$ cat config.mk
export PLATFORM = sky130hd
export DESIGN_NAME = fpu_issue_ctrl
export DESIGN_NICKNAME = d
export VERILOG_FILES = /design/src/rtl/fpu_pkg.sv /design/src/rtl/fpu_fcsr_reg.sv /design/src/rtl/fpu_issue_ctrl.sv
export SDC_FILE = /design/constraint.sdc
export NUM_CORES = 1
export LEC_CHECK = 0
export CORE_MARGIN = 2
export CORE_UTILIZATION = 44
export CTS_CLUSTER_DIAMETER = 30
export DETAILED_ROUTE_END_ITERATION = 7
export PLACE_DENSITY_LB_ADDON = 0.2
export SLEW_MARGIN = 10
export SYNTH_ARGS = -nofsm -noshare
export SYNTH_HDL_FRONTEND = slang
export SYNTH_SLANG_ARGS = --single-unit
$ cat constraint.sdc
create_clock -name clk -period 2.6 [get_ports clk]
set_input_delay 0.78 -clock clk [delete_from_list [all_inputs] [get_ports clk]]
set_output_delay 0.78 -clock clk [all_outputs]
set_load 0.05 [all_outputs]
$ cat src/rtl/fpu_pkg.sv
// fpu_pkg: shared types and constants for the FPU issue controller.
//   fpu_ctrl_state_t - issue controller FSM states
//   RM_*             - rounding-mode encodings (RM_DYN selects fcsr.frm)
//   FLAG_*           - bit positions of the exception flags in fflags
//   fcsr_t           - packed {frm, fflags} view of the fcsr register
package fpu_pkg;

    typedef enum logic [2:0] {
        StIdle,
        StIssue,
        StWait,
        StWb,
        StResp
    } fpu_ctrl_state_t;

    localparam logic [2:0] RM_RNE = 3'd0;
    localparam logic [2:0] RM_RTZ = 3'd1;
    localparam logic [2:0] RM_RDN = 3'd2;
    localparam logic [2:0] RM_RUP = 3'd3;
    localparam logic [2:0] RM_RMM = 3'd4;
    localparam logic [2:0] RM_DYN = 3'd7;

    localparam int unsigned FLAG_NV = 4;
    localparam int unsigned FLAG_DZ = 3;
    localparam int unsigned FLAG_OF = 2;
    localparam int unsigned FLAG_UF = 1;
    localparam int unsigned FLAG_NX = 0;

    typedef struct packed {
        logic [2:0] frm;
        logic [4:0] fflags;
    } fcsr_t;

    // Encodings 5..7 are reserved once the dynamic mode has been resolved.
    function automatic logic rm_is_legal(input logic [2:0] rm);
        return rm <= RM_RMM;
    endfunction

endpackage

$ cat src/rtl/fpu_fcsr_reg.sv
// fpu_fcsr_reg: the fcsr register (frm + sticky fflags).
//   clk, n_rst   - clock, asynchronous active-low reset
//   csr_we_i     - software write of the whole register
//   csr_wdata_i  - {frm, fflags} write data
//   acc_en_i     - accumulate acc_flags_i into fflags (write-back cycle)
//   acc_flags_i  - flags raised by the completing operation
//   frm_o        - current rounding mode
//   fflags_o     - current sticky exception flags
module fpu_fcsr_reg
    import fpu_pkg::*;
(
    input  logic       clk,
    input  logic       n_rst,
    input  logic       csr_we_i,
    input  logic [7:0] csr_wdata_i,
    input  logic       acc_en_i,
    input  logic [4:0] acc_flags_i,
    output logic [2:0] frm_o,
    output logic [4:0] fflags_o
);

    fcsr_t fcsr_q, fcsr_d;
    fcsr_t wdata;
    logic [4:0] acc_flags;

    assign wdata     = fcsr_t'(csr_wdata_i);
    assign acc_flags = acc_en_i ? acc_flags_i : 5'b0;

    // A software write on the write-back cycle must not lose the op's flags,
    // so the accumulated flags are OR-ed on top of the written value.
    always_comb begin
        fcsr_d = fcsr_q;
        if (csr_we_i) begin
            fcsr_d.frm    = wdata.frm;
            fcsr_d.fflags = wdata.fflags | acc_flags;
        end else begin
            fcsr_d.fflags = fcsr_q.fflags | acc_flags;
        end
    end

    always_ff @(posedge clk or negedge n_rst) begin
        if (!n_rst) begin
            fcsr_q <= '0;
        end else begin
            fcsr_q <= fcsr_d;
        end
    end

    assign frm_o    = fcsr_q.frm;
    assign fflags_o = fcsr_q.fflags;

endmodule

$ cat src/rtl/fpu_issue_ctrl.sv
// fpu_issue_ctrl: single-issue sequencer between execute and the FPU.
//   clk, n_rst            - clock, asynchronous active-low reset
//   req_*                 - valid/ready request: op, rounding field, registers
//   flush                 - abort the in-flight operation (ISSUE/WAIT only)
//   fpu_start             - one-cycle launch pulse to the FPU
//   fpu_funct7/frm/rs*/rd - latched operation fields, held ISSUE..WB
//   fpu_ready, fpu_flags  - FPU result valid and its exception flags
//   fpu_wen               - FP register-file write enable
//   resp_valid            - completion pulse, qualified by resp_illegal/resp_timeout
//   busy                  - controller not idle
//   csr_we, csr_wdata     - fcsr write port; csr_rdata - current fcsr
module fpu_issue_ctrl
    import fpu_pkg::*;
#(
    parameter int unsigned MAX_LAT = 16,
    parameter int unsigned CNT_W   = $clog2(MAX_LAT) + 1
) (
    input  logic       clk,
    input  logic       n_rst,
    input  logic       req_valid,
    output logic       req_ready,
    input  logic [6:0] req_funct7,
    input  logic [2:0] req_rm,
    input  logic [4:0] req_rs1,
    input  logic [4:0] req_rs2,
    input  logic [4:0] req_rd,
    input  logic       flush,
    output logic       fpu_start,
    output logic [6:0] fpu_funct7,
    output logic [2:0] fpu_frm,
    output logic [4:0] fpu_rs1,
    output logic [4:0] fpu_rs2,
    output logic [4:0] fpu_rd,
    input  logic       fpu_ready,
    input  logic [4:0] fpu_flags,
    output logic       fpu_wen,
    output logic       resp_valid,
    output logic       resp_illegal,
    output logic       resp_timeout,
    output logic       busy,
    input  logic       csr_we,
    input  logic [7:0] csr_wdata,
    output logic [7:0] csr_rdata
);

    localparam logic [CNT_W-1:0] CntLast = CNT_W'(MAX_LAT - 1);

    fpu_ctrl_state_t state_q, state_d;
    logic [6:0]       funct7_q, funct7_d;
    logic [2:0]       frm_q, frm_d;
    logic [4:0]       rs1_q, rs1_d;
    logic [4:0]       rs2_q, rs2_d;
    logic [4:0]       rd_q, rd_d;
    logic [4:0]       flags_q, flags_d;
    logic [CNT_W-1:0] cnt_q, cnt_d;
    logic             illegal_q, illegal_d;
    logic             timeout_q, timeout_d;

    logic [2:0] csr_frm;
    logic [4:0] csr_fflags;
    logic [2:0] rm_eff;
    logic       in_wb;

    // Dynamic mode reads fcsr.frm at acceptance; later CSR writes cannot
    // reach the latched copy.
    assign rm_eff = (req_rm == RM_DYN) ? csr_frm : req_rm;

    always_comb begin
        state_d   = state_q;
        funct7_d  = funct7_q;
        frm_d     = frm_q;
        rs1_d     = rs1_q;
        rs2_d     = rs2_q;
        rd_d      = rd_q;
        flags_d   = flags_q;
        cnt_d     = cnt_q;
        illegal_d = illegal_q;
        timeout_d = timeout_q;

        unique case (state_q)
            StIdle: begin
                if (req_valid) begin
                    if (!rm_is_legal(rm_eff)) begin
                        illegal_d = 1'b1;
                        timeout_d = 1'b0;
                        state_d   = StResp;
                    end else begin
                        funct7_d = req_funct7;
                        frm_d    = rm_eff;
                        rs1_d    = req_rs1;
                        rs2_d    = req_rs2;
                        rd_d     = req_rd;
                        state_d  = StIssue;
                    end
                end
            end
            StIssue: begin
                if (flush) begin
                    state_d = StIdle;
                end else begin
                    cnt_d   = '0;
                    state_d = StWait;
                end
            end
            StWait: begin
                if (flush) begin
                    state_d = StIdle;
                end else if (fpu_ready) begin
                    flags_d = fpu_flags;
                    state_d = StWb;
                end else if (cnt_q == CntLast) begin
                    illegal_d = 1'b0;
                    timeout_d = 1'b1;
                    state_d   = StResp;
                end else begin
                    cnt_d = cnt_q + CNT_W'(1);
                end
            end
            StWb:    state_d = StIdle;
            StResp:  state_d = StIdle;
            default: state_d = StIdle;
        endcase
    end

    always_ff @(posedge clk or negedge n_rst) begin
        if (!n_rst) begin
            state_q   <= StIdle;
            funct7_q  <= '0;
            frm_q     <= '0;
            rs1_q     <= '0;
            rs2_q     <= '0;
            rd_q      <= '0;
            flags_q   <= '0;
            cnt_q     <= '0;
            illegal_q <= 1'b0;
            timeout_q <= 1'b0;
        end else begin
            state_q   <= state_d;
            funct7_q  <= funct7_d;
            frm_q     <= frm_d;
            rs1_q     <= rs1_d;
            rs2_q     <= rs2_d;
            rd_q      <= rd_d;
            flags_q   <= flags_d;
            cnt_q     <= cnt_d;
            illegal_q <= illegal_d;
            timeout_q <= timeout_d;
        end
    end

    assign in_wb = (state_q == StWb);

    fpu_fcsr_reg u_fcsr (
        .clk         (clk),
        .n_rst       (n_rst),
        .csr_we_i    (csr_we),
        .csr_wdata_i (csr_wdata),
        .acc_en_i    (in_wb),
        .acc_flags_i (flags_q),
        .frm_o       (csr_frm),
        .fflags_o    (csr_fflags)
    );

    assign req_ready    = (state_q == StIdle);
    assign busy         = (state_q != StIdle);
    // A flush in ISSUE suppresses the launch in that same cycle.
    assign fpu_start    = (state_q == StIssue) && !flush;
    assign fpu_wen      = in_wb;
    assign resp_valid   = in_wb || (state_q == StResp);
    assign resp_illegal = (state_q == StResp) && illegal_q;
    assign resp_timeout = (state_q == StResp) && timeout_q;
    assign fpu_funct7   = funct7_q;
    assign fpu_frm      = frm_q;
    assign fpu_rs1      = rs1_q;
    assign fpu_rs2      = rs2_q;
    assign fpu_rd       = rd_q;
    assign csr_rdata    = {csr_frm, csr_fflags};

endmodule

==> metrics.yaml, run 1 <==
ys_async_sr_fraction_pct: 100
clk_pin_slew_ns: 0.08
wire_per_inst_um: 14.3
grt_pass1_wl_mm: 7.40
arrival_ns: 1.74
cts_sinks: 48
max_freq_mhz: 397
reg2regPathDepth: 7
hold_path.class: "register to register"
syn2layout_area_growth_pct: 49.8
hold_viol: 0
seq_area_mm2: 0.00120
p_seq_share_pct: 30.9
grt_pass1_vias: 1564
dieArea_mm2: 0.00559
detail-route-antenna-nets: 0
cts_buffer_depth: 2
drt_pre_antenna_iters: 4
syn_inst: 160
p_clk_share_pct: 14.4
synthesis.nets: 206
cellInternalPower_uw: 2300
drt_wl_total_mm: 4.60
critPathCaptureType: "primary output"
start_util_pct: 46.0
yosys.area.top_type_share_pct: 54.5
syn_area_per_cell_um2: 13.8
p_total_uw: 4010
antenna_found_initial: 0
fin_skew_ns: 0.00516
setup_tns_ns: 0
setup.worst_path.class: "primary input to primary output"
grt_use_total_pct: 17.5
hold_path_startpoint: "flags_q[3]$_DFFE_PN0P_"
yosys-top-cells-count: "48 x dfrtp_1, 18 x mux2_4, 13 x mux2_2"
swShare_pct: 42.5
io_pins: 84
synth_area_leader_cell: "dfrtp_1"
hold_depth: 1
vias: 1568
yosysWarnings: 0
cts_tree: "done"
yosysUniqueCellTypes: 40
drive_gt1_share_pct: 25.9
r2r_start: "cnt_q[0]$_DFFE_PN0P_"
nNetsFinal: 300
irDropWorstVdd_uv: 683
crit_required_ns: 1.82
row_count: 25
cts_root_buffer: "clkbuf_8"
gr-total-overflow: 0
fin_crit_ns: 2.52
gp_congestion: 0.824
power.leakage_uw: 0.00151
power_switching_uw: 1700
cts_hold_buf: 0
clock_latency_ns: 0.30
ys.flop_type: "dfrtp_1"
core_mm2: 0.00479
ys_seq_elements: 48
yosysMostFrequentCell: "dfrtp_1"
cp-start-kind: "primary input"
dpl.hpwl_mm: 3.53
drtIter0Drc: 65
cts_resized: 0
htreeDepth: 2
place.port_buffers: 83
worstMarginPinSlew_ns: 0.587
cts_setup_buffers: 0
finalMaxSlewViolations: 0
synth.cell_area_mm2: 0.00220
outcome: "finished, final reports clean"
regToRegEndpoint: "illegal_q$_DFFE_PN0P_"
die_w_um: 74.7
multi_input_area_um2: 927
slew-limit-headroom_pct: 60.9
synth_edf_count: 0
fillers: 376
setup_viol: 0
grt_max_degree: 49
r2r_slack_ns: 0.56
die_y_um: 74.7
cts_inserted_buffers: 5
p_per_area_mw_per_mm2: 1210
via_per_inst: 4.87
combPwrFrac_pct: 54.7
antenna_cells: 0
critPathMaxFanout: 4
period_share_pct: 96.8
rsz0062_at_grt: "no"
yosysSeqAreaShare_pct: 54.5
drc: 0
holdPathEnd: "u_fcsr.fflags_o[3]$_DFF_PN0_"
synth_area_leaders: "dfrtp_1 55%, mux2_4 12%, mux2_2 6.6%"
cap_violations: 0
finish.utilization_pct: 68.9
state kept, by name, summed over array words and instances (netlist names):
register / count
flags_q: 5
fpu_rd: 5
u_fcsr.frm_o: 3
illegal_q: 1
timeout_q: 1
u_fcsr.fflags_o: 5
cnt_q: 5
fpu_frm: 3
fpu_rs2: 5
fpu_rs1: 5
fpu_funct7: 7
state_q: 3
worst max-delay path, stage by stage:
cell	delay (ns)
clkdlybuf4s50_1	0.46
nor2_2	0.13
and2_1	0.21
buf_12	0.16
placed cells by master (no fill, tap or decap), drive strengths merged, types with 4 or more instances in the layout:
| cell | Yosys | routed |
|---|---|---|
| nor2 | 7 | 7 |
| clkdlybuf4s50 | 0 | 75 |
| o21ai | 6 | 6 |
| buf | 5 | 18 |
| inv | 7 | 7 |
| nor2b | 7 | 7 |
| nand2 | 5 | 5 |
| mux2 | 32 | 32 |
| clkbuf | 1 | 7 |
| nor3 | 4 | 4 |
| dfrtp | 48 | 48 |
| a221o | 5 | 5 |
power groups by stage:
stage,clock [uW],combinational [uW],sequential [uW]
after floorplan,0,767,1950
after global placement,0,2180,1240
after detailed placement,0,2210,1250
after CTS,589,2210,1240
after global routing,620,2300,1280
final,578,2190,1240
through the flow:
step | setup slack [ns] | instances | hold slack (ns) | cell area, um^2
detailed placement | 0.0710 | 314 | 0.490 | 3170
global placement | 0.0827 | 314 | 0.465 | 3170
finish | 0.0825 | 322 | 0.502 | 3300
global route | 0.00230 | 322 | 0.525 | 3300
CTS | 0.0704 | 322 | 0.509 | 3300
floorplan | 0.0168 | 160 | 0.449 | 2200
area by class of cell:
| cell class | instances | area share (%) |
|---|---|---|
| multi-input combinational | 99 | 28.1 |
| clock buffer | 7 | 2.92 |
| tap | 67 | 2.54 |
| inverter | 7 | 0.797 |
| sequential | 48 | 36.4 |
| timing repair buffer | 93 | 28.3 |
| clock inverter | 1 | 0.910 |
per-layer routing:
metal	global-route usage, %	part of all wire [%]	up-vias
met1	25.0	47	749
met5	0	0	-
li1	-	-	763
met4	4.76	0.96	0
met2	26.7	46	51
met3	4.42	5.5	5
how the worst max path moves through the flow:
stage | start | endpoint | slack (ns)
final | flush | fpu_start | 0.08
after global routing | flush | fpu_start | 0.002
after CTS | flush | fpu_start | 0.07
after detailed placement | flush | fpu_start | 0.07
after global placement | flush | fpu_start | 0.08
after floorplan | state_q[0]$_DFFE_PN0P_ | resp_valid | 0.02
cells by family (layout without fill, tap and decap cells):
group / count (synthesis) / count (layout) / share of synthesized area (%)
compound gates: 23 / 23 / 8.24
xor+xnor: 1 / 1 / 0.398
mux: 35 / 35 / 20.8
fa+ha+maj: 2 / 2 / 1.14
flops: 48 / 48 / 54.5
simple gates: 38 / 38 / 11.5
buf+inv: 13 / 108 / 3.35
No activity file was read; power rests on OpenSTA's default activity.
==> inputs of run 2 (changes only) <==
--- a/config.mk
+++ b/config.mk
@@ -9,6 +9,7 @@
 export CORE_UTILIZATION = 44
 export CTS_CLUSTER_DIAMETER = 30
 export DETAILED_ROUTE_END_ITERATION = 7
+export GPL_ROUTABILITY_DRIVEN = 0
 export PLACE_DENSITY_LB_ADDON = 0.2
 export SLEW_MARGIN = 10
 export SYNTH_ARGS = -nofsm -noshare
==> results of run 2 <==
Same layout as run 1: the final DEF is identical, and so are final timing and power.
